[config.mk]
export PLATFORM = sky130hd
export DESIGN_NAME = sevseg_scan
export DESIGN_NICKNAME = d
export VERILOG_FILES = /design/src/rtl/stopwatch_pkg.sv /design/src/rtl/bcd_to_seg.sv /design/src/rtl/sevseg_scan.sv
export SDC_FILE = /design/constraint.sdc
export NUM_CORES = 1
export LEC_CHECK = 0
export ABC_AREA = 1
export CORE_MARGIN = 1
export CORE_UTILIZATION = 30
export CTS_CLUSTER_DIAMETER = 50
export CTS_CLUSTER_SIZE = 24
export DETAILED_ROUTE_END_ITERATION = 16
export GPL_ROUTABILITY_DRIVEN = 0
export HOLD_SLACK_MARGIN = 0.06
export PLACE_DENSITY_LB_ADDON = 0.25
export SYNTH_ARGS = -nofsm -noshare
export SYNTH_HDL_FRONTEND = slang
export SYNTH_HIERARCHICAL = 1
export SYNTH_SLANG_ARGS = --single-unit
[constraint.sdc]
create_clock -name clk -period 5.98 [get_ports clk]
set_input_delay 1.495 -clock clk [delete_from_list [all_inputs] [get_ports clk]]
set_output_delay 1.495 -clock clk [all_outputs]
set_load 0.005 [all_outputs]
[src/rtl/stopwatch_pkg.sv]
// Shared display constants for the stopwatch/timer design.
// Digit count, BCD digit type and active-low {g,f,e,d,c,b,a} patterns.
package stopwatch_pkg;

  localparam int NUM_DIGITS = 4;

  typedef logic [3:0] bcd_t;
  typedef logic [6:0] seg_t;

  localparam seg_t SEG_0    = 7'b1000000;
  localparam seg_t SEG_1    = 7'b1111001;
  localparam seg_t SEG_2    = 7'b0100100;
  localparam seg_t SEG_3    = 7'b0110000;
  localparam seg_t SEG_4    = 7'b0011001;
  localparam seg_t SEG_5    = 7'b0010010;
  localparam seg_t SEG_6    = 7'b0000010;
  localparam seg_t SEG_7    = 7'b1111000;
  localparam seg_t SEG_8    = 7'b0000000;
  localparam seg_t SEG_9    = 7'b0010000;
  localparam seg_t SEG_DASH = 7'b0111111;
  localparam seg_t SEG_OFF  = 7'b1111111;

endpackage

[src/rtl/bcd_to_seg.sv]
// Combinational BCD to active-low seven-segment decoder.
// Ports: digit (4-bit BCD in), seg (7-bit {g..a} out); 10-15 show a dash.
module bcd_to_seg
  import stopwatch_pkg::*;
(
  input  bcd_t digit,
  output seg_t seg
);

  always_comb begin
    seg = SEG_DASH;
    unique case (digit)
      4'd0:    seg = SEG_0;
      4'd1:    seg = SEG_1;
      4'd2:    seg = SEG_2;
      4'd3:    seg = SEG_3;
      4'd4:    seg = SEG_4;
      4'd5:    seg = SEG_5;
      4'd6:    seg = SEG_6;
      4'd7:    seg = SEG_7;
      4'd8:    seg = SEG_8;
      4'd9:    seg = SEG_9;
      default: seg = SEG_DASH;
    endcase
  end

endmodule

[src/rtl/sevseg_scan.sv]
// 4-digit multiplexed seven-segment scanner with per-frame input latching.
// Ports: clk, reset (sync, high), digits_i[15:0], dp_i[3:0], blank_i in;
// an[3:0], seg[6:0], dp (all active-low), frame_o out.
// Macro SEVSEG_LZB_EN enables leading-zero blanking of digits 3..1.
module sevseg_scan
  import stopwatch_pkg::*;
#(
  parameter int CLK_HZ   = 100_000_000,
  parameter int DIGIT_HZ = 1_000
) (
  input  logic        clk,
  input  logic        reset,
  input  logic [15:0] digits_i,
  input  logic [3:0]  dp_i,
  input  logic        blank_i,
  output logic [3:0]  an,
  output seg_t        seg,
  output logic        dp,
  output logic        frame_o
);

  localparam int TICK_DIV = CLK_HZ / DIGIT_HZ;
  localparam int CW = (TICK_DIV > 1) ? $clog2(TICK_DIV) : 1;

  if (TICK_DIV < 2) begin : g_bad_div
    $error("sevseg_scan: TICK_DIV must be >= 2");
  end

  logic [CW-1:0] cnt;
  logic [1:0]    idx;
  logic [1:0]    idx_nx;
  logic [15:0]   sh_digits;
  logic [3:0]    sh_dp;
  logic          tick;
  logic          frame;
  logic [15:0]   cur_digits;
  logic [3:0]    cur_dp;
  logic [3:0]    lz;
  logic          hide;
  bcd_t          digit_nx;
  seg_t          seg_nx;
  logic [3:0]    an_nx;
  logic          dp_nx;

  assign tick   = (cnt == CW'(TICK_DIV - 1));
  assign frame  = tick & (idx == 2'd3);
  assign idx_nx = idx + 2'd1;

  // Digit 0 of a new frame decodes straight from the inputs being latched.
  assign cur_digits = frame ? digits_i : sh_digits;
  assign cur_dp     = frame ? dp_i : sh_dp;
  assign digit_nx   = cur_digits[{idx_nx, 2'b00} +: 4];

  always_comb begin
    lz = 4'b0000;
`ifdef SEVSEG_LZB_EN
    lz[3] = (cur_digits[15:12] == 4'd0);
    lz[2] = lz[3] & (cur_digits[11:8] == 4'd0);
    lz[1] = lz[2] & (cur_digits[7:4] == 4'd0);
`endif
  end

  assign hide  = lz[idx_nx];
  assign an_nx = (blank_i | hide) ? 4'b1111 : ~(4'b0001 << idx_nx);
  assign dp_nx = ~cur_dp[idx_nx] | hide;

  bcd_to_seg u_dec (
    .digit (digit_nx),
    .seg   (seg_nx)
  );

  always_ff @(posedge clk) begin
    if (reset) begin
      cnt       <= '0;
      idx       <= 2'd3;
      sh_digits <= '0;
      sh_dp     <= '0;
      an        <= 4'b1111;
      seg       <= SEG_OFF;
      dp        <= 1'b1;
      frame_o   <= 1'b0;
    end else begin
      cnt     <= tick ? '0 : cnt + CW'(1);
      frame_o <= frame;
      if (tick) begin
        idx <= idx_nx;
        an  <= an_nx;
        seg <= seg_nx;
        dp  <= dp_nx;
      end
      if (frame) begin
        sh_digits <= digits_i;
        sh_dp     <= dp_i;
      end
    end
  end

endmodule

==> results_dict.tcl, run 1 <==
set metrics [dict create \
    clk_pin_slew_ns 0.09 \
    skew_ns 0.00488 \
    crit_top_cell "inv_1" \
    clock-sinks 52 \
    row_count 33 \
    grt_max_degree 37 \
    first_pass_iters 4 \
    grt_pass1_wl_mm 8.77 \
    portBuffers 35 \
    cts_tree "done" \
    hp-class "flop to flop" \
    synth.area.top_cells "dfxtp_1, nor2_1, nand2_1" \
    end_kind "flop" \
    wl_mm 5.09 \
    final_util 0.374 \
    synth_top_area_frac 0.411 \
    post-route-period-util 0.569 \
    antenna_found_initial 0 \
    grt_pass1_vias 2005 \
    ys_ff_latch 52 \
    fin_cells 491 \
    rrSetupSlack_ns 2.90 \
    grtUsageTotal 0.125 \
    slew_headroom 0.284 \
    start_kind "input port" \
    synth_nets 386 \
    yosys-top-cells-count "nor2_1, nand2_1, dfxtp_1" \
    crit_buf_inv 3 \
    die_area_um2 8800 \
    grt_use_met3 0.0324 \
    final_nets 418 \
    met1_usage 0.160 \
    cts-root-buf "clkbuf_8" \
    grt.busiest_layer "met2" \
    clkLatencyLatePin_ns 0.31 \
    drc_errors 0 \
    crit_family "buffers and inverters" \
    finalSetupTns_ns 0 \
    hold_viol 0 \
    status "finished, final reports clean" \
    diodes 0 \
    die_x_um 93.8 \
    whs_ns 0.456 \
    synth_cell_types 31 \
    syn_inst 353 \
    core_area_um2 8180 \
    cap_viol_max_count 0 \
    synth_edf_count 0 \
    cts_buffer_depth 2 \
    area_growth_syn_to_layout_pct 20.8 \
    worst_path_largest_cell_delay_ns 1.17 \
    dp_hpwl_mm 3.77 \
    drive_gt1_frac 0.0674 \
    critPathKind "input port to flop" \
    async_flop_share 0 \
    period_needed_ns 3.40 \
    num_io_pins 36 \
    synth_top_cell_by_area "dfxtp_1" \
    ys_warn_count 6 \
    p_leak_nw 1.32 \
    path_cells "clkdlybuf4s50_1, inv_1, nand2_2, inv_1, o21ai_0, a21oi_1" \
    dp_cells 483 \
    ctsHoldBuffers 0 \
    initial_core_util 0.309 \
    critPathSlowestCell "clkdlybuf4s50_1" \
    pre_cts_ws_ns 2.20 \
    cts-htree-levels 2 \
    via_per_inst 4.40 \
    cp.required_ns 6.18 \
    timing.final.ws_setup_ns 2.58 \
    cts_buffers 5 \
    num_vias 2161 \
    netlist_area_um2 2530 \
    ys_seq_area_frac 0.411 \
    vdd_drop_max_v 0.000124 \
    slew_violations 0 \
    cp.arrival_ns 3.60 \
    post-cts-setup-buffer-count 0 \
    synth.avg_cell_area_um2 7.17 \
    avgRoutedWirePerCell_um 10.4 \
    cts_resized 0 \
    ys_dominant_reg_cell "dfxtp_1" \
    p_per_area_nw_per_um2 202 \
    met2_usage 0.205 \
    finalSetupViolations 0 \
    drtIter0Drc 90 \
    antenna_left 0 \
    fmax_ghz 0.294 \
    tightest_slew_ns 1.07 \
    overflow 0 \
    rsz0062_at_grt "no" \
    path_max_fanout 30 \
    fp.dieH_um 93.8 \
    post-synth-top-count-cell "nor2_1" \
]
==> power breakdown <==
group	internal, W	switching [W]
combinational	0.0000154	0.0000119
clock	0.000124	0.000118
sequential	0.000348	0.00000121
total	0.000487	0.000131
==> layer usage <==
metal	wire length, µm	share of wire
met3	224	0.044
met1	2520	0.49
met5	0	0
met2	2290	0.45
met4	61	0.012
==> placed cells by master, fill, tap and decap left out, types with 2 or more instances in the layout <==
cell type,Yosys,routed
a31oi_1,3,3
nor4_1,4,4
nand2_2,3,3
nor3_4,2,2
clkbuf_8,0,5
nand3_1,24,24
nor3b_1,3,3
nor3_1,12,12
xor2_1,3,3
dfxtp_1,52,52
ha_1,10,10
o21ai_0,3,3
nand4_1,5,5
clkdlybuf4s50_1,0,35
a21oi_2,4,4
inv_1,49,49
a21oi_1,22,22
nand2_1,61,61
or2_2,4,4
nor2_1,70,70
==> state kept, by name, indices dropped and copies added (netlist names) <==
register	count
cnt	17
seg	7
frame_o	1
dp	1
sh_dp	4
idx	2
an	4
sh_digits	16
==> cells by family after synthesis <==
| group | Yosys count | share of synthesized area |
|---|---|---|
| simple gates | 192 | 0.344 |
| xor+xnor | 4 | 0.0139 |
| flops | 52 | 0.411 |
| compound gates | 35 | 0.0801 |
| buf+inv | 60 | 0.101 |
| fa+ha+maj | 10 | 0.0495 |
==> area by class of cell <==
type / count / area [µm²]
Fill cell: 890 / 5120
Sequential cell: 52 / 1040
Clock buffer: 5 / 68.8
Clock inverter: 3 / 42.5
Timing Repair Buffer: 35 / 350
Tap cell: 105 / 131
Multi-Input combinational cell: 241 / 1230
Inverter: 50 / 188
==> through the flow <==
stage	power [W]	cell area (µm²)
2_1_floorplan	0.000368	2530
3_3_place_gp	0.000384	2940
3_5_place_dp	0.000385	2940
4_1_cts	0.000627	3060
5_1_grt	0.000641	3060
6_report	0.000618	3060
==> worst paths after layout <==
path | startpoint | endpoint | cells after the start
max | reset | cnt[8] | 6
min | cnt[0] | cnt[0] | 1
max reg2reg | cnt[0] | seg[3] | 16
min reg2reg | cnt[0] | cnt[0] | 1
==> worst register-to-register path, cell delays in order (launching register included) <==
cell and delay, ns:
dfxtp_1 0.36, ha_1 0.21, nand3_2 0.13, nor3_4 0.39
nand3_4 0.39, nor2_1 0.25, a21oi_2 0.06, nand2_1 0.07
nand3_1 0.08, nand2_1 0.16, inv_1 0.12, ha_1 0.28
nand2_1 0.06, nand3_1 0.10, nand2_1 0.06, nor3_1 0.21
nor2_1 0.06
Note: power is estimated with default switching activity, not from simulation.
==> run 2, diff against run 1 <==
- clock period: 5.98 -> 3.44 ns (I/O delays scaled with it)
==> run 2 against run 1 <==
Effect of this change: sequential share of layout area hardly changed; hold slack improved by 0.0035 ns; clock power up 47%; core utilization about the same; sequential power up 74%; worst setup slack got worse by 2.1 ns; power up 64%; routed wire length rose by 3.3%; flip-flop and latch count did not move; critical path depth up 10; global-route usage up 0.78 points; die area unchanged.
==> results_dict.tcl, run 2 (synthesis results as in run 1) <==
set metrics [dict create \
    status "finished, final reports clean" \
    p_per_area_nw_per_um2 332 \
    overflow 0 \
    rsz0062_at_grt "no" \
    crit_top_cell "nand2_1" \
    die_area_um2 8800 \
    diodes 0 \
    slew_headroom 0.637 \
    cap_viol_max_count 0 \
    totalPowerFinal_w 0.00101 \
    ctsHoldBuffers 0 \
    crit_buf_inv 1 \
    fp.dieH_um 93.8 \
    antenna_left 0 \
    path_max_fanout 36 \
    cts-htree-levels 2 \
    first_pass_iters 4 \
    num_vias 2219 \
    start_kind "flop" \
    critPathKind "flop to flop" \
    final_cell_mix "nor2_1, nand2_1, dfxtp_1, inv_1, clkdlybuf4s50_1" \
    end_kind "flop" \
    reg_top3 "cnt x17, sh_digits x16, seg x7" \
    largest_reg_flops 17 \
    fmax_ghz 0.334 \
    path_cells "ha_1, nand3_2, nor3_4, nand3_4, nor2_1, a21oi_1, nand2_1, nand3_1, nand2_1, inv_1, ha_1, nand2_1, nand3_1, nand2_1, nor3_1, nor2_1" \
    die_x_um 93.8 \
    finalSetupViolations 0 \
    via_per_inst 4.50 \
    cts-root-buf "clkbuf_8" \
    grt_max_degree 37 \
    hold_viol 0 \
    p_leak_nw 1.31 \
    drive_gt1_frac 0.0722 \
    period_needed_ns 3.00 \
    final_nets 420 \
    cts_resized 0 \
    pre_cts_ws_ns 0.437 \
    vdd_drop_max_v 0.000188 \
    skew_ns 0.0101 \
    portBuffers 35 \
    row_count 33 \
    post-cts-setup-buffer-count 0 \
    cts_buffer_depth 2 \
    cts_tree "done" \
    grt_pass1_wl_mm 9.35 \
    cp.required_ns 3.64 \
    clkLatencyLatePin_ns 0.31 \
    core_area_um2 8180 \
    cts_buffers 5 \
    wl_mm 5.25 \
    num_io_pins 36 \
    timing.final.ws_setup_ns 0.443 \
    avgRoutedWirePerCell_um 10.7 \
    dp_hpwl_mm 3.88 \
    layout_commonest_cell "nor2_1" \
    hp-class "flop to flop" \
    drc_errors 0 \
    slew_violations 0 \
    finalSetupTns_ns 0 \
    post-route-period-util 0.871 \
    clk_pin_slew_ns 0.09 \
    drtIter0Drc 66 \
    critPathSlowestCell "nand3_4" \
    cp.arrival_ns 3.20 \
    initial_core_util 0.309 \
    antenna_found_initial 0 \
    grtUsageTotal 0.133 \
    grt_pass1_vias 2136 \
    regMostFlops "cnt" \
    crit_family "simple AND/OR/NAND/NOR gates" \
    clock-sinks 52 \
    worst_path_largest_cell_delay_ns 0.38 \
    area_growth_syn_to_layout_pct 20.6 \
    tightest_slew_ns 0.542 \
]
## run 2: final cells by class
| type | instances | area [µm²] |
|---|---|---|
| inverters | 50 | 188 |
| well taps | 105 | 131 |
| clock inverters | 3 | 23.8 |
| flip-flops and latches | 52 | 1040 |
| fillers | 885 | 5120 |
| multi-input cells | 241 | 1230 |
| repair buffers | 37 | 365 |
| clock buffers | 5 | 68.8 |
## run 2: where the power goes
part	internal, W	total, W	switching [W]
clock network	0.000145	0.000356	0.000211
logic	0.0000274	0.0000496	0.0000221
registers	0.000604	0.000607	0.00000241
total	0.000776	0.00101	0.000236
## run 2: per-layer routing
metal | up-vias | wire (µm) | global-route usage
li1 | 1180 | - | -
met1 | 1008 | 2540 | 0.159
met2 | 27 | 2500 | 0.240
met3 | 4 | 179 | 0.0243
met4 | 0 | 42 | 0.0385
met5 | - | 0 | 0
## run 2: metrics by stage
step | hold slack, ns | instances | cell area, µm² | util
global placement | 0.429 | 485 | 2960 | 0.362
global route | 0.485 | 493 | 3050 | 0.373
detailed placement | 0.439 | 485 | 2960 | 0.362
CTS | 0.464 | 493 | 3050 | 0.373
floorplan | 0.418 | 353 | 2530 | -
finish | 0.460 | 493 | 3050 | 0.373
## run 2: final timing paths
kind | from | endpoint | slack, ns | cells after the start
max reg2reg | cnt[0] | seg[3] | 0.44 | 16
max | cnt[0] | seg[3] | 0.44 | 16
min | cnt[0] | cnt[0] | 0.46 | 1
min reg2reg | cnt[0] | cnt[0] | 0.46 | 1
## run 2: worst reg2reg max path, stage by stage, from the launching register on
cell and delay (ns):
dfxtp_1 0.37, ha_1 0.21, nand3_2 0.11, nor3_4 0.34, nand3_4 0.38, nor2_1 0.25
a21oi_1 0.08, nand2_1 0.08, nand3_1 0.08, nand2_1 0.15, inv_1 0.12, ha_1 0.30
nand2_1 0.07, nand3_1 0.09, nand2_1 0.05, nor3_1 0.18, nor2_1 0.05
==> run 3, diff against run 2 <==
- CTS_CLUSTER_DIAMETER: 50 -> 120
==> results of run 3 <==
Same layout as run 2: the final DEF is identical, and so are final timing and power.
